File: config.mk
export PLATFORM = sky130hd
export DESIGN_NAME = hr_uart_tx
export DESIGN_NICKNAME = d
export VERILOG_FILES = /design/src/rtl/hr_uart_tx.sv
export SDC_FILE = /design/constraint.sdc
export NUM_CORES = 1
export LEC_CHECK = 0
export CAP_MARGIN = 20
export CORE_ASPECT_RATIO = 1.4
export CORE_UTILIZATION = 55
export DETAILED_ROUTE_END_ITERATION = 12
export PLACE_DENSITY_LB_ADDON = 0.25
export SETUP_SLACK_MARGIN = 0.1
export SYNTH_ARGS = -nofsm -noshare
export SYNTH_HDL_FRONTEND = slang
export SYNTH_SLANG_ARGS = --single-unit
File: constraint.sdc
create_clock -name clk -period 2.4 [get_ports clk]
set_input_delay 0.48 -clock clk [delete_from_list [all_inputs] [get_ports clk]]
set_output_delay 0.48 -clock clk [all_outputs]
set_load 0.02 [all_outputs]
File: src/rtl/hr_uart_tx.sv
`default_nettype none
// ============================================================================
// Module   : hr_uart_tx
// Purpose  : 8N1 UART transmitter for heart-rate bytes. One start bit (0),
//            eight data bits LSB first, one stop bit (1), no parity. Each
//            bit is held for CLKS_PER_BIT clock cycles.
// Ports    : clk      - system clock, rising edge
//            rst      - synchronous active-high reset
//            tx_start - request to send tx_data (ignored while busy, except
//                       on the edge that ends the stop bit)
//            tx_data  - byte to send, captured on the accepting edge
//            tx       - serial line, idle high, straight from a flop
//            tx_busy  - high while a frame is in progress
//            tx_done  - one-cycle pulse on the edge that ends a frame
// Revision : 1.0 - initial release
// ============================================================================
module hr_uart_tx #(
    parameter int CLKS_PER_BIT = 868
) (
    input  logic       clk,
    input  logic       rst,
    input  logic       tx_start,
    input  logic [7:0] tx_data,
    output logic       tx,
    output logic       tx_busy,
    output logic       tx_done
);

    localparam int                    C_BAUD_W    = $clog2(CLKS_PER_BIT);
    localparam logic [C_BAUD_W-1:0]   C_BAUD_LAST = C_BAUD_W'(CLKS_PER_BIT - 1);
    localparam logic [C_BAUD_W-1:0]   C_BAUD_ONE  = C_BAUD_W'(1);

    typedef enum logic [1:0] {
        S_IDLE  = 2'd0,
        S_START = 2'd1,
        S_DATA  = 2'd2,
        S_STOP  = 2'd3
    } state_t;

    state_t                state_q,   state_d;
    logic [C_BAUD_W-1:0]   baud_q,    baud_d;
    logic [2:0]            bit_idx_q, bit_idx_d;
    logic [7:0]            shift_q,   shift_d;
    logic                  tx_q,      tx_d;
    logic                  busy_q,    busy_d;
    logic                  done_q,    done_d;

    logic                  w_bit_end;

    // Last cycle of the current bit period; every state change happens here.
    assign w_bit_end = (baud_q == C_BAUD_LAST);

    always_comb begin
        state_d   = state_q;
        baud_d    = baud_q;
        bit_idx_d = bit_idx_q;
        shift_d   = shift_q;
        tx_d      = tx_q;
        busy_d    = busy_q;
        done_d    = 1'b0;

        case (state_q)
            S_IDLE: begin
                tx_d   = 1'b1;
                busy_d = 1'b0;
                baud_d = '0;
                if (tx_start) begin
                    state_d   = S_START;
                    shift_d   = tx_data;
                    bit_idx_d = 3'd0;
                    tx_d      = 1'b0;
                    busy_d    = 1'b1;
                end
            end

            S_START: begin
                if (w_bit_end) begin
                    baud_d    = '0;
                    state_d   = S_DATA;
                    bit_idx_d = 3'd0;
                    tx_d      = shift_q[0];
                end else begin
                    baud_d = baud_q + C_BAUD_ONE;
                end
            end

            S_DATA: begin
                if (w_bit_end) begin
                    baud_d = '0;
                    if (bit_idx_q == 3'd7) begin
                        state_d = S_STOP;
                        tx_d    = 1'b1;
                    end else begin
                        // Shift right so the next data bit is always at [1]
                        // when it is loaded onto the line.
                        bit_idx_d = bit_idx_q + 3'd1;
                        shift_d   = {1'b0, shift_q[7:1]};
                        tx_d      = shift_q[1];
                    end
                end else begin
                    baud_d = baud_q + C_BAUD_ONE;
                end
            end

            S_STOP: begin
                if (w_bit_end) begin
                    baud_d = '0;
                    done_d = 1'b1;
                    // A request on the frame-ending edge starts the next
                    // frame immediately so consecutive frames have no gap.
                    if (tx_start) begin
                        state_d   = S_START;
                        shift_d   = tx_data;
                        bit_idx_d = 3'd0;
                        tx_d      = 1'b0;
                        busy_d    = 1'b1;
                    end else begin
                        state_d = S_IDLE;
                        tx_d    = 1'b1;
                        busy_d  = 1'b0;
                    end
                end else begin
                    baud_d = baud_q + C_BAUD_ONE;
                end
            end

            default: begin
                state_d = S_IDLE;
                baud_d  = '0;
                tx_d    = 1'b1;
                busy_d  = 1'b0;
            end
        endcase
    end

    always_ff @(posedge clk) begin
        if (rst) begin
            state_q   <= S_IDLE;
            baud_q    <= '0;
            bit_idx_q <= 3'd0;
            shift_q   <= 8'd0;
            tx_q      <= 1'b1;
            busy_q    <= 1'b0;
            done_q    <= 1'b0;
        end else begin
            state_q   <= state_d;
            baud_q    <= baud_d;
            bit_idx_q <= bit_idx_d;
            shift_q   <= shift_d;
            tx_q      <= tx_d;
            busy_q    <= busy_d;
            done_q    <= done_d;
        end
    end

    assign tx      = tx_q;
    assign tx_busy = busy_q;
    assign tx_done = done_q;

endmodule
`default_nettype wire
==> metrics.md, run 1 <==
| Metric | Value |
|---|---|
| Outcome | finished with violations |
| Violated checks | DRC |
| F_max | 539.7 MHz |
| Reg2reg setup slack | 0.55 ns |
| Sequential area share after synthesis | between 30% and 40% |
| Dpl hpwl | 1.826 mm |
| # clock sinks | 26 |
| Synth Instances | 130 |
| Cell type with the largest total area after synthesis | dfxtp_1 |
| Main area contributors after synthesis | dfxtp_1, mux2i_1, ha_1, o2bb2ai_1, nor2_1 |
| Mapped Area | around 1300 um^2 |
| DR WL/cell | around 14 um |
| First-pass GRT wire length | 4.091 mm |
| Proportion of layout cells with a drive suffix above 1 | between 10% and 20% |
| GRT overflow | 0 |
| DRC | 2 |
| Met3 wire len | around 25 um |
| Fin crit share | 77.20% |
| Leak | 0.5316 nW |
| M1 wire length | roughly 1.1 mm |
| Die ar. | around 2600 um^2 |
| Post-Route WL | about 2.4 mm |
| Final Instance Area | ~1500 um^2 |
| Final non-filler cell total | 168 |
| Die Y | 60.11 um |
| CP Launch Type | flop |
| Req. time, crit path | 2.62 ns |
| Clk slew on worst S/H paths | 0.14 ns |
| Routed vias/inst | about 6 |
| Most common cell in the synthesized netlist | dfxtp_1 |
| Max Slew Vio Count | 0 |
| Die W | 43.50 um |
| Worst Path Max Fanout | 8 |
| Post-Place Worst Slack | between 0.4 and 0.5 ns |
| Final setup violation count | 0 |
| Flops & latches, synth | 26 |
| H-tree level count | 1 |
| # Post-CTS Setup Buffers | 0 |
| WP data arrival | ~2.1 ns |
| I/O pins | 14 |
| Largest net degree at the start of global routing | 16 |
| Inserted Clock Buffers | 3 |
| Pre-Repair DR Iteration Count | 7 |
| Vias in the first global route | 963 |
| Post-synth ARST share | 0% |
| Root buf cell | clkbuf_4 |
| Area growth from synthesis to layout | 15.38% |
| Routed via count | 990 |
| Synth Flop Type | dfxtp_1 |
| Yosys top cell area share | about two fifths |
| Synth top cells by count | dfxtp_1, nor2_1, mux2i_1 |
| Clk_lat worst skew | between 0.3 and 0.4 ns |
| PnR worst setup slack | roughly 0.55 ns |
| Layout net count | about 170 |
| Uppermost layer routed | met4 |
| Starting Density | 59.55% |
| Clk_skew | around 0.0036 ns |
| # rows | 20 |
| RePlAce Congestion | approximately 0.74 |
| Unrepaired setup endpoints after global routing | false |
| Minimum clock period | 1.853 ns |
| WHS | 0.4683 ns |
| Cts repair resizes | 0 |
| Critical path type | reg -> reg |
| Post-DRT Antenna Nets | 0 |
| Yosys warns | 0 |
| Max-slew headroom | between 70% and 80% |
| Mapped Nets | between 100 and 150 |
| CTS Buffer Depth | 2 |
| Max-capacitance violation count | 0 |
| Met2 WL | 1.276 mm |
| CP Capture Type | flop |
| Syn avg cell area | between 10 and 15 um^2 |
| TritonCTS clock tree | built |
| Total Routing Usage GR | 20.75% |
| Cts hold-fix bufs | 0 |
| Number of flops mapped to enable cells by yosys | 0 |
| PD cells | approximately 920 nW/um^2 |
| IO buf count | 13 |
| Initial antenna violation count | 0 |
| Setup TNS | 0 ns |
| Worst hold path class | reg -> reg |
| Detailed Route Iter0 Violations | 12 |
| Placed Instances | about 160 |
| Final hold violation count | 0 |
| Core ar. | about 2200 um^2 |
| Worst slew pin tran | between 0.4 and 0.5 ns |
| Unique masters post-synth | 37 |
| N_diodes | 0 |
| Dpl cell area | about 1500 um^2 |
| Worst vdd ir | ~0.00052 V |
==> critical path: stages (launching register included) <==
cell	delay, ns
dfxtp_1	0.42
inv_1	0.10
ha_1	0.30
nor3_2	0.36
a31o_4	0.20
a21oi_1	0.11
mux2_2	0.27
==> report_power, final <==
group / internal, mW / total, mW / switching [mW]
combinational: 0.250 / 0.549 / 0.298
sequential: 0.512 / 0.564 / 0.0521
clock: 0.169 / 0.296 / 0.127
==> worst paths after layout <==
check / depth (start not counted) / end / startpoint
max: 6 / bit_idx_q[0] / state_q[0]
min: 1 / baud_q[0] / baud_q[0]
max reg2reg: 6 / bit_idx_q[0] / state_q[0]
min reg2reg: 1 / baud_q[0] / baud_q[0]
==> layout by cell type (no fill, tap or decap), drive strengths merged, types with 2 or more instances in the layout <==
cell type,count
xor2,3
clkbuf,3
o21ai,2
nor2,13
clkdlybuf4s50,13
mux2i,9
nand2,5
a31oi,2
xnor2,5
a21oi,3
nand3,4
a22o,2
a211oi,2
ha,7
inv,5
nor3,6
a31o,2
nand2b,5
buf,3
nand4,3
o2bb2ai,8
and3,2
dfxtp,26
==> area by class of cell <==
| type | instances | area (um^2) |
|---|---|---|
| multi-input cells | 95 | 758.2 |
| fillers | 182 | 696.9 |
| flip-flops and latches | 26 | 520.5 |
| repair buffers | 16 | 152.6 |
| clock inverters | 1 | 30.03 |
| well taps | 22 | 27.53 |
| clock buffers | 3 | 22.52 |
| inverters | 5 | 18.77 |
==> state kept, by name (all words and copies together), names as in the netlist <==
signal     flops
baud_q        10
shift_q        8
bit_idx_q      3
state_q        2
tx             1
tx_busy        1
tx_done        1
==> metrics by stage <==
step / power [mW] / utilization [%]
floorplan: 0.9920 / -
global placement: 1.088 / 66.35
detailed placement: 1.121 / 66.35
CTS: 1.420 / 68.71
global route: 1.511 / 68.71
finish: 1.409 / 68.71
==> routing by layer <==
| layer | vias to the layer above | global-route usage, % |
|---|---|---|
| li1 | 512 | - |
| met1 | 468 | 25.09 |
| met2 | 8 | 37.45 |
| met3 | 2 | 2.115 |
| met4 | 0 | 7.589 |
| met5 | - | 0 |
==> logic make-up after synthesis <==
group	share of synthesized area [%]
AND/OR/NAND/NOR	20.57
flip-flops	39.25
multiplexers	7.642
adder cells (fa/ha/maj)	6.603
XOR/XNOR	5.283
buffers and inverters	3.585
AO/OA/AOI/OAI	17.08
Note: power is estimated with default switching activity, not from simulation.
==> run 2, diff against run 1 <==
Settings changed: CORE_UTILIZATION 55 to 49.
Clock period 2.4 ns to 1.7 ns, I/O delays scaled along.
==> metrics.md, run 2 (synthesized netlist as in run 1, its figures left out) <==
| Metric | Value |
|---|---|
| Vias in the first global route | between 1000 and 1500 |
| Worst hold path class | reg -> reg |
| H-tree level count | 1 |
| Number of buffers and inverters on the critical path | 1 |
| Max-capacitance violation count | 0 |
| Setup TNS | 0 ns |
| F_max | between 600 and 700 MHz |
| Core Util, Final | roughly 72% |
| Worst vdd ir | between 0.0007 and 0.0008 V |
| Max-slew headroom | 77.20% |
| RePlAce Congestion | ~0.8 |
| # clock sinks | 26 |
| Initial antenna violation count | 0 |
| CP max-delay cell | or4_4 |
| Cts hold-fix bufs | 0 |
| Clk slew on worst S/H paths | around 0.14 ns |
| Routed vias/inst | ~5.5 |
| Die ar. | between 2000 and 3000 um^2 |
| GRT overflow | 0 |
| First-pass GRT wire length | roughly 4.5 mm |
| Starting Density | around 54% |
| Routed via count | 1048 |
| Max incr delay on CP | about 0.53 ns |
| DRC | 0 |
| Clk_skew | ~0.0024 ns |
| Largest net degree at the start of global routing | 16 |
| CP Launch Type | flop |
| Crit path cell chain | buf_6 -> ha_4 -> or4_4 -> a2bb2oi_4 -> o2bb2ai_1 |
| Proportion of layout cells with a drive suffix above 1 | between 30% and 40% |
| Req. time, crit path | roughly 2.0 ns |
| Fin crit share | around 96% |
| Minimum clock period | about 1.6 ns |
| Layout net count | ~180 |
| Final setup violation count | 0 |
| Die Y | about 64 um |
| Root buf cell | clkbuf_4 |
| Pre-Repair DR Iteration Count | 4 |
| Largest delay share family, worst path | simple AND/OR/NAND/NOR gates |
| Unrepaired setup endpoints after global routing | true |
| Outcome | complete, no violations |
| Post-Route WL | 2.930 mm |
| Max FFs per register | 10 |
| CTS Buffer Depth | 2 |
| Final hold violation count | 0 |
| # rows | 21 |
| Biggest regs | baud_q (10), shift_q (8), bit_idx_q (3) |
| CP Capture Type | flop |
| N_diodes | 0 |
| Commonest non-fill, non-tap cells in the layout | dfxtp_1, nor2_1, clkdlybuf4s50_1, buf_4, mux2i_1 |
| I/O pins | 14 |
| DR WL/cell | between 15 and 20 um |
| Leak | between 0.6 and 0.7 nW |
| Max Slew Vio Count | 0 |
| WP data arrival | ~1.9 ns |
| IO buf count | 13 |
| Clk_lat worst skew | approximately 0.32 ns |
| Critical path type | reg -> reg |
| Total Routing Usage GR | about a fifth |
| TritonCTS clock tree | built |
| Largest register by flop count | baud_q |
| Die W | ~46 um |
| Post-DRT Antenna Nets | 0 |
| Most common cell after layout, fill and taps aside | dfxtp_1 |
| PD cells | between 1000 and 1500 nW/um^2 |
| Dpl hpwl | 1.840 mm |
| Worst Path Max Fanout | 8 |
| Core ar. | 2470 um^2 |
| Area growth from synthesis to layout | 34.53% |
| Detailed Route Iter0 Violations | 20 |
| Inserted Clock Buffers | 3 |
| Worst slew pin tran | around 0.34 ns |
-- run 2: cell count changes in the layout (fill, tap and decap cells not counted), moves of 2 or more --
cell,delta
buf_6,+3
clkdlybuf4s50_1,-3
buf_4,+7
o2bb2ai_1,-3
dfxtp_1,-4
dlygate4sd2_1,+3
dfxtp_4,+2
inv_1,-2
inv_2,+2
dfxtp_2,+2
o2bb2ai_2,+3
ha_1,-4
ha_4,+3
-- run 2: metrics by stage --
stage	instance area [um^2]	std cells	worst slack [ns]	power, mW	hold slack (ns)
after floorplan	1329	130	0.1413	1.403	0.4175
after global placement	1545	181	-0.02636	1.595	0.4307
after detailed placement	1545	181	-0.06045	1.628	0.4434
after CTS	1689	189	0.09307	2.185	0.4855
after global routing	1784	191	0.01780	2.439	0.5028
final	1784	191	0.06543	2.315	0.4848
-- run 2: final timing paths --
check,startpoint,slack (ns),to,cells after the start
worst min-delay path,tx_busy,0.48,tx_busy,2
worst min register to register,tx_busy,0.48,tx_busy,2
worst max-delay path,state_q[1],0.07,shift_q[5],5
worst max register to register,state_q[1],0.07,shift_q[5],5
-- run 2: worst register-to-register path, cell delays in order (launching register included) --
cell and delay, ns:
dfxtp_4 0.38, buf_6 0.12, ha_4 0.18, or4_4 0.53, a2bb2oi_4 0.20, o2bb2ai_1 0.17
-- run 2: cell type report --
cell class              count  area (um^2)
fillers                   202        685.7
well taps                  34        42.54
flip-flops and latches     26        530.5
clock buffers               3        22.52
repair buffers             27        255.2
clock inverters             1        30.03
multi-input cells          95        884.6
inverters                   5        18.77
-- run 2: layer usage --
metal  wire [um]  global-route usage (%)
met1        1221                   23.40
met2        1552                   36.62
met3          97                   2.865
met4          58                   9.926
met5           0                       0
-- run 2: power breakdown --
group          switching, mW  total [mW]  internal [mW]  leakage [nW]
logic                  0.535        1.06          0.529         0.379
clock network          0.184       0.423          0.238        0.0279
registers             0.0908       0.828          0.738         0.214
-- run 2: what timing repair did --
action                     CTS  global route
setup endpoints to repair   25            14
pin swaps                    4             7
gates cloned                 0             0
gates resized for setup     19            16
buffers inserted             4             2
==> run 3, diff against run 2 <==
Settings changed: CAP_MARGIN 20 to 10.
==> results of run 3 <==
Final layout, timing and power as in run 2 (identical DEF).
